<file path="src/rtl/mac_sequencer.sv">
// Sequences one MAC lane through clear / accumulate / capture and turns the
// 17-bit accumulated sum into a biased, optionally rectified, shifted int8.
module mac_sequencer #(
   parameter int KERNEL_LEN = 9,
   parameter int SHIFT      = 4,
   parameter bit RELU_EN    = 1'b1
) (
   input  logic        clock,
   input  logic        reset,
   input  logic        in_valid,
   output logic        in_ready,
   input  logic [7:0]  in_data,
   input  logic [7:0]  in_weight,
   input  logic [16:0] bias,
   output logic [7:0]  mac_data,
   output logic [7:0]  mac_weight,
   output logic        mac_enable,
   output logic        mac_reset,
   input  logic [16:0] mac_result,
   output logic        out_valid,
   input  logic        out_ready,
   output logic [7:0]  out_data,
   output logic        busy
);

   typedef enum logic [1:0] {
      ST_CLEAR   = 2'd0,
      ST_ACCUM   = 2'd1,
      ST_CAPTURE = 2'd2,
      ST_OUT     = 2'd3
   } state_t;

   localparam logic [7:0] LAST_COUNT = 8'(KERNEL_LEN - 1);

   state_t             state_r;
   state_t             state_next_s;
   logic [7:0]         count_r;
   logic [7:0]         count_next_s;
   logic               out_valid_r;
   logic               out_valid_next_s;
   logic [7:0]         out_data_r;
   logic [7:0]         out_data_next_s;
   logic               in_ready_s;
   logic               handshake_in_s;
   logic               handshake_out_s;
   logic signed [17:0] sum_s;
   logic signed [17:0] rect_s;
   logic signed [17:0] shifted_s;
   logic [7:0]         result_s;

   function automatic logic [7:0] sat_int8(input logic signed [17:0] value);
      logic [7:0] clipped;
      if (value > 18'sd127) begin
         clipped = 8'h7F;
      end else if (value < -18'sd128) begin
         clipped = 8'h80;
      end else begin
         clipped = value[7:0];
      end
      return clipped;
   endfunction

   // Reset is folded into in_ready so a handshake coinciding with reset never lands.
   assign in_ready_s      = (state_r == ST_ACCUM) && !reset;
   assign handshake_in_s  = in_valid && in_ready_s;
   assign handshake_out_s = out_valid_r && out_ready;

   assign in_ready   = in_ready_s;
   assign mac_data   = in_data;
   assign mac_weight = in_weight;
   assign mac_enable = handshake_in_s;
   assign mac_reset  = reset || (state_r == ST_CLEAR);
   assign out_valid  = out_valid_r;
   assign out_data   = out_data_r;
   assign busy       = (state_r != ST_CLEAR);

   // Post-processing of the captured sum: bias, optional ReLU, floor shift, saturate.
   always_comb begin
      sum_s = $signed({mac_result[16], mac_result}) + $signed({bias[16], bias});
      if ((RELU_EN == 1'b1) && sum_s[17]) begin
         rect_s = 18'sd0;
      end else begin
         rect_s = sum_s;
      end
      shifted_s = rect_s >>> SHIFT;
      result_s  = sat_int8(shifted_s);
   end

   // Next-state and next-register logic for the sequencer.
   always_comb begin
      state_next_s     = state_r;
      count_next_s     = count_r;
      out_valid_next_s = out_valid_r;
      out_data_next_s  = out_data_r;
      case (state_r)
         ST_CLEAR: begin
            count_next_s = 8'd0;
            state_next_s = ST_ACCUM;
         end
         ST_ACCUM: begin
            if (handshake_in_s) begin
               count_next_s = count_r + 8'd1;
               if (count_r == LAST_COUNT) begin
                  state_next_s = ST_CAPTURE;
               end else begin
                  state_next_s = ST_ACCUM;
               end
            end else begin
               state_next_s = ST_ACCUM;
            end
         end
         ST_CAPTURE: begin
            out_data_next_s  = result_s;
            out_valid_next_s = 1'b1;
            state_next_s     = ST_OUT;
         end
         ST_OUT: begin
            if (handshake_out_s) begin
               out_valid_next_s = 1'b0;
               state_next_s     = ST_CLEAR;
            end else begin
               state_next_s = ST_OUT;
            end
         end
         default: begin
            state_next_s     = ST_CLEAR;
            out_valid_next_s = 1'b0;
         end
      endcase
   end

   // State, count and result registers with synchronous reset.
   always_ff @(posedge clock) begin
      if (reset) begin
         state_r     <= ST_CLEAR;
         count_r     <= 8'd0;
         out_valid_r <= 1'b0;
         out_data_r  <= 8'd0;
      end else begin
         state_r     <= state_next_s;
         count_r     <= count_next_s;
         out_valid_r <= out_valid_next_s;
         out_data_r  <= out_data_next_s;
      end
   end

endmodule

</file>
<file path="config.mk">
export PLATFORM = sky130hd
export DESIGN_NAME = mac_sequencer
export DESIGN_NICKNAME = d
export VERILOG_FILES = /design/src/rtl/mac_sequencer.sv
export SDC_FILE = /design/constraint.sdc
export NUM_CORES = 1
export LEC_CHECK = 0
export CAP_MARGIN = 20
export CORE_UTILIZATION = 55
export DETAILED_ROUTE_END_ITERATION = 12
export DONT_BUFFER_PORTS = 1
export HOLD_SLACK_MARGIN = 0.02
export PLACE_DENSITY = 0.7
export SLEW_MARGIN = 0
export SYNTH_ARGS = -nofsm -noshare
export SYNTH_HDL_FRONTEND = slang
export SYNTH_SLANG_ARGS = --single-unit
</file>
<file path="constraint.sdc">
create_clock -name clock -period 3.2 [get_ports clock]
set_input_delay 0.64 -clock clock [delete_from_list [all_inputs] [get_ports clock]]
set_output_delay 0.64 -clock clock [all_outputs]
set_load 0.005 [all_outputs]
</file>
# After elaboration in Yosys (flattened, before gate mapping)
# Index checks and enable logic that the tools add are counted.
[word_totals] reg_bits=19 latch_bits=0 mem_bits_rw=0 mem_bits_ro=0 input_bits=54 out_inout_bits=29 elab_cells=36 mem_count=0
[op_classes] n_addsub=2 n_mul=0 n_div=0 n_lt_le_gt_ge=2 n_eq_ne=6 shift=0 muxes=11 bitwise=0 reduce_logical=11
[op_table] cell="8-bit two-way mux" n=3
[op_table] cell="17-bit by 17-bit adder with 18-bit output" n=1
[op_table] cell="17-bit two-way mux" n=1
[op_table] cell="8-bit case mux with 2 select lines" n=1
[op_table] cell="14-bit by 8-bit less-than comparator with 1-bit output, second input constant" n=1
[op_table] cell="13-bit by 7-bit > comparator with 1-bit output, second input constant" n=1
[op_table] cell="8-bit by 1-bit adder with 8-bit output, second input constant" n=1
[op_table] cell="8-bit by 4-bit equality test with 1-bit output, second input constant" n=1
[op_table] cell="2-bit case mux with 4 select lines" n=1
[op_table] cell="2-bit two-way mux" n=3
[op_table] cell="2-bit nonzero test" n=3
[op_table] cell="2-bit equality test, second input constant" n=2
[op_table] cell="2-bit != test, second input constant" n=2
[op_table] cell="2-bit AND reduction" n=2
[op_table] cell="1-bit logical AND" n=3
[op_table] cell="2-bit by 1-bit equality test with 1-bit output, second input constant" n=1
[op_table] cell="2-bit zero test" n=1
[op_table] cell="1-bit case mux with 2 select lines" n=1
[op_table] cell="1-bit zero test" n=1
[op_table] cell="1-bit logical OR" n=1
[op_table] cell="1-bit two-way mux" n=1

# Longest topological paths before layout
# Gate-level depths: netlist (run 1).
[depth] word_depth=5 mapped_depth=9 ltp_nobuf=8

# Least setup slack after synthesis (run 1)
# Ideal clock, no wire load.
[synth_timing] path_kind="in2reg" startpoint="in bias[4]" endpoint="reg out_data_r[0] (netlist: out_data[0])" setup_ps=140 arrival_ps=2374 t_required_ps=3060 setup_slack_ps=685 path_stages=8 n_path_buf=0 path_cell_list="ha_1 a21o_1 and2_4 o311a_1 nor3_2 o221ai_2 nor4_4 a211oi_1"
[synth_via] elab_chain_len=5 word_cells_on_any_way=6 classes_between="add/sub (1); order compare (2); mux (3)"
[synth_rtl] element="start: declaration" line_no="14" rtl="input logic [16:0] bias,"
[synth_rtl] element="17-bit by 17-bit adder with 18-bit output (*)" line_no="79" rtl="sum_s = $signed({mac_result[16], mac_result}) + $signed({bias[16], bias});"
[synth_rtl] element="17-bit two-way mux (*)" line_no="80" rtl="if ((RELU_EN == 1'b1) && sum_s[17]) begin"
[synth_rtl] element="14-bit by 8-bit less-than comparator with 1-bit output" line_no="55" rtl="end else if (value < -18'sd128) begin"
[synth_rtl] element="8-bit two-way mux" line_no="55"
[synth_rtl] element="8-bit two-way mux (*)" line_no="53" rtl="if (value > 18'sd127) begin"
[synth_rtl] element="end signal: assignment" line_no="143" rtl="out_data_r <= out_data_next_s;"
[synth_rtl] element="end: declaration" line_no="41" rtl="logic [7:0] out_data_r;"
# Mark *: on every way between the ends. The rest lies on a longest branch, timed or not.
# A chain may end at the register's enable or synchronous reset.

# Final worst setup path (run 1)
[layout_timing] startpoint="in bias[4]" endpoint="reg out_data_r[5] (netlist: out_data[5])"
# Same word-level chain as after synthesis.

==> results.toml, run 1 <==
[run_status]
status = "finished, final reports clean"

[final_layout]
nets = 269
num-fill-cells = 292
area_growth_pct = -4.178
final_util_pct = 55.94
n_antenna_cell = 0
drive_gt1_share_pct = 11.73

[route]
route.vias.total = 1482
wl_per_cell_um = 15.75
wl_um = 3780
drc = 0
first_iter_violations = 67
dr.pass1.iters = 4
postRouteAntennaNets = 0
via_per_inst = 6.175

[yosys]
synth_edf_count = 0
synth_cell_types = 57
syn-num-nets = 286
syn-cell-area_um2 = 1797
yosys_register_bits = 19
seq_area_frac_synth_pct = 21.17
synthFlopType = "dfxtp_1"
ys_async_sr_fraction_pct = 0
yosysTopAreaCell = "dfxtp_1"
synth_area_per_cell_um2 = 8.396
synth_top_area_share_pct = 21.17
yosys-top-cells-area = "dfxtp_1 (21%), ha_1 (13%), buf_4 (6.7%), nor2_1 (4.4%), xor2_1 (4.4%)"
postSynthCellCount = 214
yosys_warnings = 0

[setup_path]
crit_required_ps = 3380
cp_max_fo = 7
cp-start-kind = "input pin"
arrival_ps = 2610
end_kind = "flop"
crit_type = "input pin to flop"

[sta]
setup_violations = 0
post-route-period-util_pct = 75.87
setup-tns-final_ps = 0
setup_ws_ps = 772.3
fin_skew_ps = 12.22
grt_setup_unrepaired = "false"
finalHoldViolations = 0
layout_min_cycle_time_ps = 2428
fmax_mhz = 411.9
worst_pin_slew_ps = 793.8
maxSlewViolCount = 0
relSlewSlack_pct = 46.97

[pwr]
cellLeakagePower_nw = 0.6627
power_mw = 0.5626
cellPowerDensity_nw_per_um2 = 326.8
peakVddDrop_uv = 287.4

[clocking]
ctsRootBufferMaster = "clkbuf_4"
cts_tree = "done"
cts_setup_buffers = 0
cts_hold_repair.buffers = 0
clkSinkCount = 19
clk-insertion-delay-late_ps = 300
numCtsBuffers = 3
cts_max_level = 1
clk_pin_slew_worst_paths_ps = 120
cts_resized = 0
cts_buffer_depth = 2

[place]
io_buffers = 0
finalWeightedCongestion = 0.8499
place_worst_setup_slack_ps = 463.1
hpwl_um = 3017

[die]
die_x_um = 59.16
io_pins = 83
rows = 20
die-height_um = 59.16
initial_core_util_pct = 58.37
core_um2 = 3078
dieArea_um2 = 3499

[global_routing]
grt_usage_pct = 21.85
grt_overflow_total = 0
grt_pass1_wl_um = 5968
grt_pass1_vias = 1366
antenna_found_initial = 0
grt_max_degree = 13

[run]
drv_cap = 0

[worst_hold_path]
worstHoldPathType = "input pin to flop"
-- kinds of logic after synthesis --
kind of cell	share of synthesized area [%]
and+or+nand+nor	22.63
AOI/OAI and AO/OA	26.05
buffers and inverters	9.541
DFF	21.17
adders and majority gates	12.54
xor gates and xnor gates	6.337
muxes	1.741
-- worst max-delay path: stages --
cell and delay (ps):
ha_1 330, a21o_1 230, and2_4 170, o311a_1 340
nor3_2 150, o221ai_2 130, nor4_4 480, a211oi_1 140
-- per-layer routing --
metal	track usage, %	routed length, um	vias up
li1	-	-	741
met3	4.367	291	12
met1	28.59	1682	663
met5	0	0	-
met4	5.782	54	0
met2	36.53	1752	66
-- per-stage QoR --
stage	cell area (um^2)	std cells	hold slack (ps)
floorplan	1797	214	466.5
global placement	1692	236	478.2
detailed placement	1692	236	486.5
CTS	1722	240	376.8
global route	1722	240	357.0
finish	1722	240	382.7
-- synthesized netlist by cell type (all sizes together), types with 6 or more instances --
| cell type | number |
|---|---|
| o21ai | 6 |
| nand3 | 8 |
| xor2 | 9 |
| ha | 18 |
| a211oi | 10 |
| nand2 | 14 |
| nand4 | 6 |
| dfxtp | 19 |
| buf | 20 |
| nor2 | 21 |
| a21oi | 13 |
| a21o | 8 |
-- where the power goes --
group          internal (mW)  switching (mW)
sequential             0.238         0.00148
clock                 0.0476          0.0785
combinational         0.0801           0.117
total                  0.366           0.197
-- cells in the final DEF, fill, tap and decap left out, types with 3 or more instances in the layout --
cell,instances
a31oi_1,3
a21oi_1,12
nand2_1,13
dfxtp_1,19
nand4_1,6
ha_1,18
inv_1,3
o21a_1,3
nand3_1,8
clkbuf_4,3
a211oi_1,9
and3_1,3
xnor2_1,4
xor2_1,9
nor3_1,3
or3_1,3
o21ai_0,4
nor2b_1,3
a21o_1,6
nor2_1,21
-- final timing paths --
check	from	to	slack, ps	depth (start not counted)
hold / removal	reset	count_r[1]	380	1
setup reg to reg	state_r[1]	out_data[5]	1130	4
setup / recovery	bias[4]	out_data[5]	770	8
hold reg to reg	out_data[7]	out_data[7]	500	1
-- registers in the layout, summed over array words and instances, names as in the netlist --
signal / flops
state_r: 2
count_r: 8
out_data: 8
out_valid: 1
-- layout make-up --
cell class	instances	area, um^2	share of cell area [%]
clock inverter	1	7.507	0.4360
sequential	19	380.4	22.09
multi-input combinational	170	1245	72.31
inverter	3	11.26	0.6541
tap	44	55.05	3.198
clock buffer	3	22.52	1.308
No activity file was read; power rests on OpenSTA's default activity.
==> run 2, diff against run 1 <==
--- a/config.mk
+++ b/config.mk
@@ -10,7 +10,7 @@
 export DETAILED_ROUTE_END_ITERATION = 12
 export DONT_BUFFER_PORTS = 1
 export HOLD_SLACK_MARGIN = 0.02
-export PLACE_DENSITY = 0.7
+export PLACE_DENSITY = 0.73
 export SLEW_MARGIN = 0
 export SYNTH_ARGS = -nofsm -noshare
 export SYNTH_HDL_FRONTEND = slang
==> constraint.sdc (replaced) <==
create_clock -name clock -period 2.15 [get_ports clock]
set_input_delay 0.43 -clock clock [delete_from_list [all_inputs] [get_ports clock]]
set_output_delay 0.43 -clock clock [all_outputs]
set_load 0.005 [all_outputs]
==> results.toml, run 2 (same netlist as run 1, synthesis figures left out) <==
[run_status]
status = "finished, final reports clean"

[place]
io_buffers = 0
hpwl_um = 3450
placedCellCount = 263
finalWeightedCongestion = 0.8811

[setup_path]
cp_top_family = "compound AO/OA/AOI/OAI gates"
r2r_slack_ps = 440
ff2ff_path_depth = 7
path_cells = "ha_4, a21oi_2, buf_4, a21oi_1, o311a_1, o21a_1, o221ai_2, nor4_4, buf_6, a211oi_2"
r2r-start = "state_r[0]"
worstReg2RegEnd = "count_r[7]"
cp.buffers_inverters = 2
cp-start-kind = "input pin"
max_stage_delay_ps = 380
arrival_ps = 2260
end_kind = "flop"
cp_max_fo = 7
crit_required_ps = 2360
crit_path_top_delay_cell = "o311a_1"
crit_type = "input pin to flop"

[clocking]
clk-insertion-delay-late_ps = 290
cts_tree = "done"
clk_pin_slew_worst_paths_ps = 100
cts_hold_repair.buffers = 0
numCtsBuffers = 3
clkSinkCount = 19
cts_max_level = 1
cts_buffer_depth = 2
ctsRootBufferMaster = "clkbuf_4"

[final_layout]
fin_cells = 268
layout_commonest_cell = "buf_4"
nets = 297
area_growth_pct = 16.64
n_antenna_cell = 0
final_cell_mix = "buf_4 (27), nor2_1 (21), dfxtp_1 (19)"
drive_gt1_share_pct = 31.25

[worst_hold_path]
whs_path_depth = 1
min_from = "reset"
worstHoldPathType = "input pin to flop"
min_to = "count_r[1]"

[route]
wl_um = 4289
postRouteAntennaNets = 0
wl_per_cell_um = 16.00
route.vias.total = 1634
drc = 0
dr.pass1.iters = 4
first_iter_violations = 89
via_per_inst = 6.097

[die]
die-height_um = 59.16
initial_core_util_pct = 58.37
core_um2 = 3078
die_x_um = 59.16
rows = 20
dieArea_um2 = 3499
io_pins = 83

[run]
drv_cap = 0

[global_routing]
grt_pass1_vias = 1507
grt_pass1_wl_um = 6589
grt_max_degree = 11
grt_usage_pct = 24.19
antenna_found_initial = 0
grt_overflow_total = 0

[pwr]
cellPowerDensity_nw_per_um2 = 436.2
cellLeakagePower_nw = 0.8100
peakVddDrop_uv = 254.8

[sta]
fmax_mhz = 487.6
setup_violations = 0
post-route-period-util_pct = 95.38
finalHoldViolations = 0
relSlewSlack_pct = 75.59
layout_min_cycle_time_ps = 2051
fin_hold_ws_ps = 196.5
worst_pin_slew_ps = 366.1
fin_skew_ps = 8.149
maxSlewViolCount = 0
## run 2: cell count changes in the layout (fill, tap and decap cells not counted), moves of 2 or more
cell	change
a21oi_2	+2
a211oi_1	-7
a21oi_1	-2
ha_4	+9
a211oi_2	+7
ha_1	-10
buf_4	+27
## run 2: how the worst max path moves through the flow
stage / from / to / slack [ps] / depth (start not counted)
2_1_floorplan: bias[2] / out_data[0] / -80 / 8
3_3_place_gp: bias[1] / out_data[1] / -170 / 8
3_5_place_dp: bias[1] / out_data[0] / -260 / 8
4_1_cts: bias[1] / out_data[0] / 40 / 8
5_1_grt: bias[10] / out_data[2] / -2 / 10
6_report: bias[2] / out_data[2] / 100 / 10
## run 2: cell type report
type	instances	area, um^2
Inverter	3	11.26
Fill cell	253	982.2
Clock buffer	4	26.28
Timing Repair Buffer	28	214.0
Tap cell	44	55.05
Sequential cell	19	380.4
Multi-Input combinational cell	170	1409
## run 2: through the flow
stage / util (%) / cell area, um^2 / setup WS, ps / TNS (ps) / power, mW
after floorplan: - / 1913 / -76.99 / -539.0 / 0.6558
after global placement: 65.12 / 2004 / -170.7 / -1185 / 0.7236
after detailed placement: 65.12 / 2004 / -263.4 / -1634 / 0.7327
after CTS: 65.98 / 2031 / 38.08 / 0 / 0.9035
after global routing: 68.09 / 2096 / -2.083 / -2.083 / 0.9768
final: 68.09 / 2096 / 99.31 / 0 / 0.9141
## run 2: power breakdown
part           leakage (nW)  switching [mW]  internal (mW)
clock                0.0150          0.0994         0.0719
combinational         0.641           0.198          0.189
sequential            0.154         0.00233          0.354
## run 2: timing repair
item | 4_1_cts | 5_1_grt
gates resized for setup | 0 | 11
buffers inserted | 0 | 2
setup endpoints to repair | 0 | 7
## run 2: per-layer routing
layer  part of all wire, %  vias to the layer above  GRT usage (%)
met2                    49                       69          40.91
met3                   6.0                       23          3.275
met5                     0                        -              0
li1                      -                      797              -
met4                   3.1                        0          10.54
met1                    42                      745          30.59
==> run 3, diff against run 2 <==
--- a/config.mk
+++ b/config.mk
@@ -6,6 +6,7 @@
 export NUM_CORES = 1
 export LEC_CHECK = 0
 export CAP_MARGIN = 20
+export CORE_ASPECT_RATIO = 1.25
 export CORE_UTILIZATION = 55
 export DETAILED_ROUTE_END_ITERATION = 12
 export DONT_BUFFER_PORTS = 1
==> results.toml, run 3 (same netlist as run 1, synthesis figures left out) <==
[run_status]
status = "finished, final reports clean"

[worst_hold_path]
whs_path_depth = 1
min_from = "reset"
worstHoldPathType = "input pin to flop"
min_to = "out_valid"

[route]
met1_length_um = 1711
met2_length_um = 2423
route.vias.total = 1673
via_per_inst = 6.361
top_layer_used = "met4"
wl_um = 4492
dr_wl_met3_um = 256
dr.pass1.iters = 4
drc = 0
wl_per_cell_um = 17.08
postRouteAntennaNets = 0
first_iter_violations = 60

[sta]
worst_pin_slew_ps = 361.3
grt_setup_unrepaired = "true"
fmax_mhz = 472.4
setup_ws_ps = 32.93
finalHoldViolations = 0
post-route-period-util_pct = 98.47
maxSlewViolCount = 0
setup_violations = 0
fin_skew_ps = 1.852
layout_min_cycle_time_ps = 2117
setup-tns-final_ps = 0
relSlewSlack_pct = 75.66

[global_routing]
grt_max_degree = 11
grt_pass1_vias = 1692
grt_overflow_total = 0
antenna_found_initial = 0
grt_usage_pct = 25.94
grt_pass1_wl_um = 6975

[setup_path]
cp-start-kind = "input pin"
max_stage_delay_ps = 300
crit_path_top_delay_cell = "ha_1"
ff2ff_path_depth = 7
path_cells = "ha_1, a21o_1, a211oi_1, o21ai_1, o21a_1, o221ai_2, nor4_4, buf_4, a211oi_1"
cpMostUsedCell = "a211oi_1"
r2r-start = "state_r[0]"
end_kind = "flop"
arrival_ps = 2330
worstReg2RegEnd = "count_r[7]"
crit_type = "input pin to flop"
cp_max_fo = 7
crit_required_ps = 2360
r2r_slack_ps = 390

[final_layout]
final_cell_mix = "buf_4 (31), nor2_1 (21), dfxtp_1 (19)"
area_growth_pct = 15.53
n_antenna_cell = 0
design_area_um2 = 2076
layout_commonest_cell = "buf_4"
drive_gt1_share_pct = 29.96
nets = 300
final_util_pct = 68.55

[place]
place_worst_setup_slack_ps = -264.4
hpwl_um = 3613
io_buffers = 0
finalWeightedCongestion = 0.8802
place_area_um2 = 2024

[clocking]
numCtsBuffers = 3
cts_max_level = 1
cts_hold_repair.buffers = 0
cts_buffer_depth = 2
cts_tree = "done"
clk-insertion-delay-late_ps = 290
clkSinkCount = 19
clk_pin_slew_worst_paths_ps = 100
ctsRootBufferMaster = "clkbuf_4"

[die]
dieArea_um2 = 3501
die_x_um = 53.12
initial_core_util_pct = 59.34
die-height_um = 65.90
rows = 22
io_pins = 83
core_um2 = 3028

[pwr]
peakVddDrop_uv = 329.7
cellLeakagePower_nw = 0.8197
power_mw = 0.9221
cellPowerDensity_nw_per_um2 = 444.2

[run]
drv_cap = 0
-- run 3: worst max-delay path by stage --
stage,start,endpoint,slack [ps],depth (start not counted)
2_1_floorplan,bias[2],out_data[0],-80,8
4_1_cts,bias[7],out_data[2],50,9
3_3_place_gp,bias[2],out_data[4],-180,9
5_1_grt,mac_result[11],out_data[0],-50,9
3_5_place_dp,bias[7],out_data[2],-260,9
6_report,bias[7],out_data[2],30,9
-- run 3: area by class of cell --
class / count / area [um^2]
multi-input combinational: 170 / 1380
fill: 258 / 952.2
sequential: 19 / 380.4
timing repair buffer: 31 / 232.7
tap: 36 / 45.04
clock buffer: 4 / 26.28
inverter: 3 / 11.26
-- run 3: critical path, delay by kind of cell --
family | cells | cell delay, ps
buf+inv | 1 | 170
simple gates | 1 | 70
compound gates | 6 | 1350
fa+ha+maj | 1 | 300
-- run 3: power by group --
group	internal (mW)	leakage [nW]	switching, mW
Sequential	0.354	0.154	0.00255
Clock	0.0723	0.0150	0.102
Combinational	0.194	0.651	0.197
-- run 3: routing by layer --
layer,vias to the layer above,track usage (%)
li1,802,-
met2,64,48.73
met5,-,0
met4,0,13.49
met3,19,3.908
met1,788,26.45
-- run 3: through the flow --
stage,hold WS (ps),cells
finish,189.9,263
global placement,477.3,259
floorplan,466.5,214
detailed placement,484.7,259
CTS,184.5,263
global route,174.8,263
-- run 3: repair_timing --
action / CTS / global route
buffers inserted: 0 / 0
gates resized for setup: 0 / 5
endpoints found under the setup margin: 0 / 7
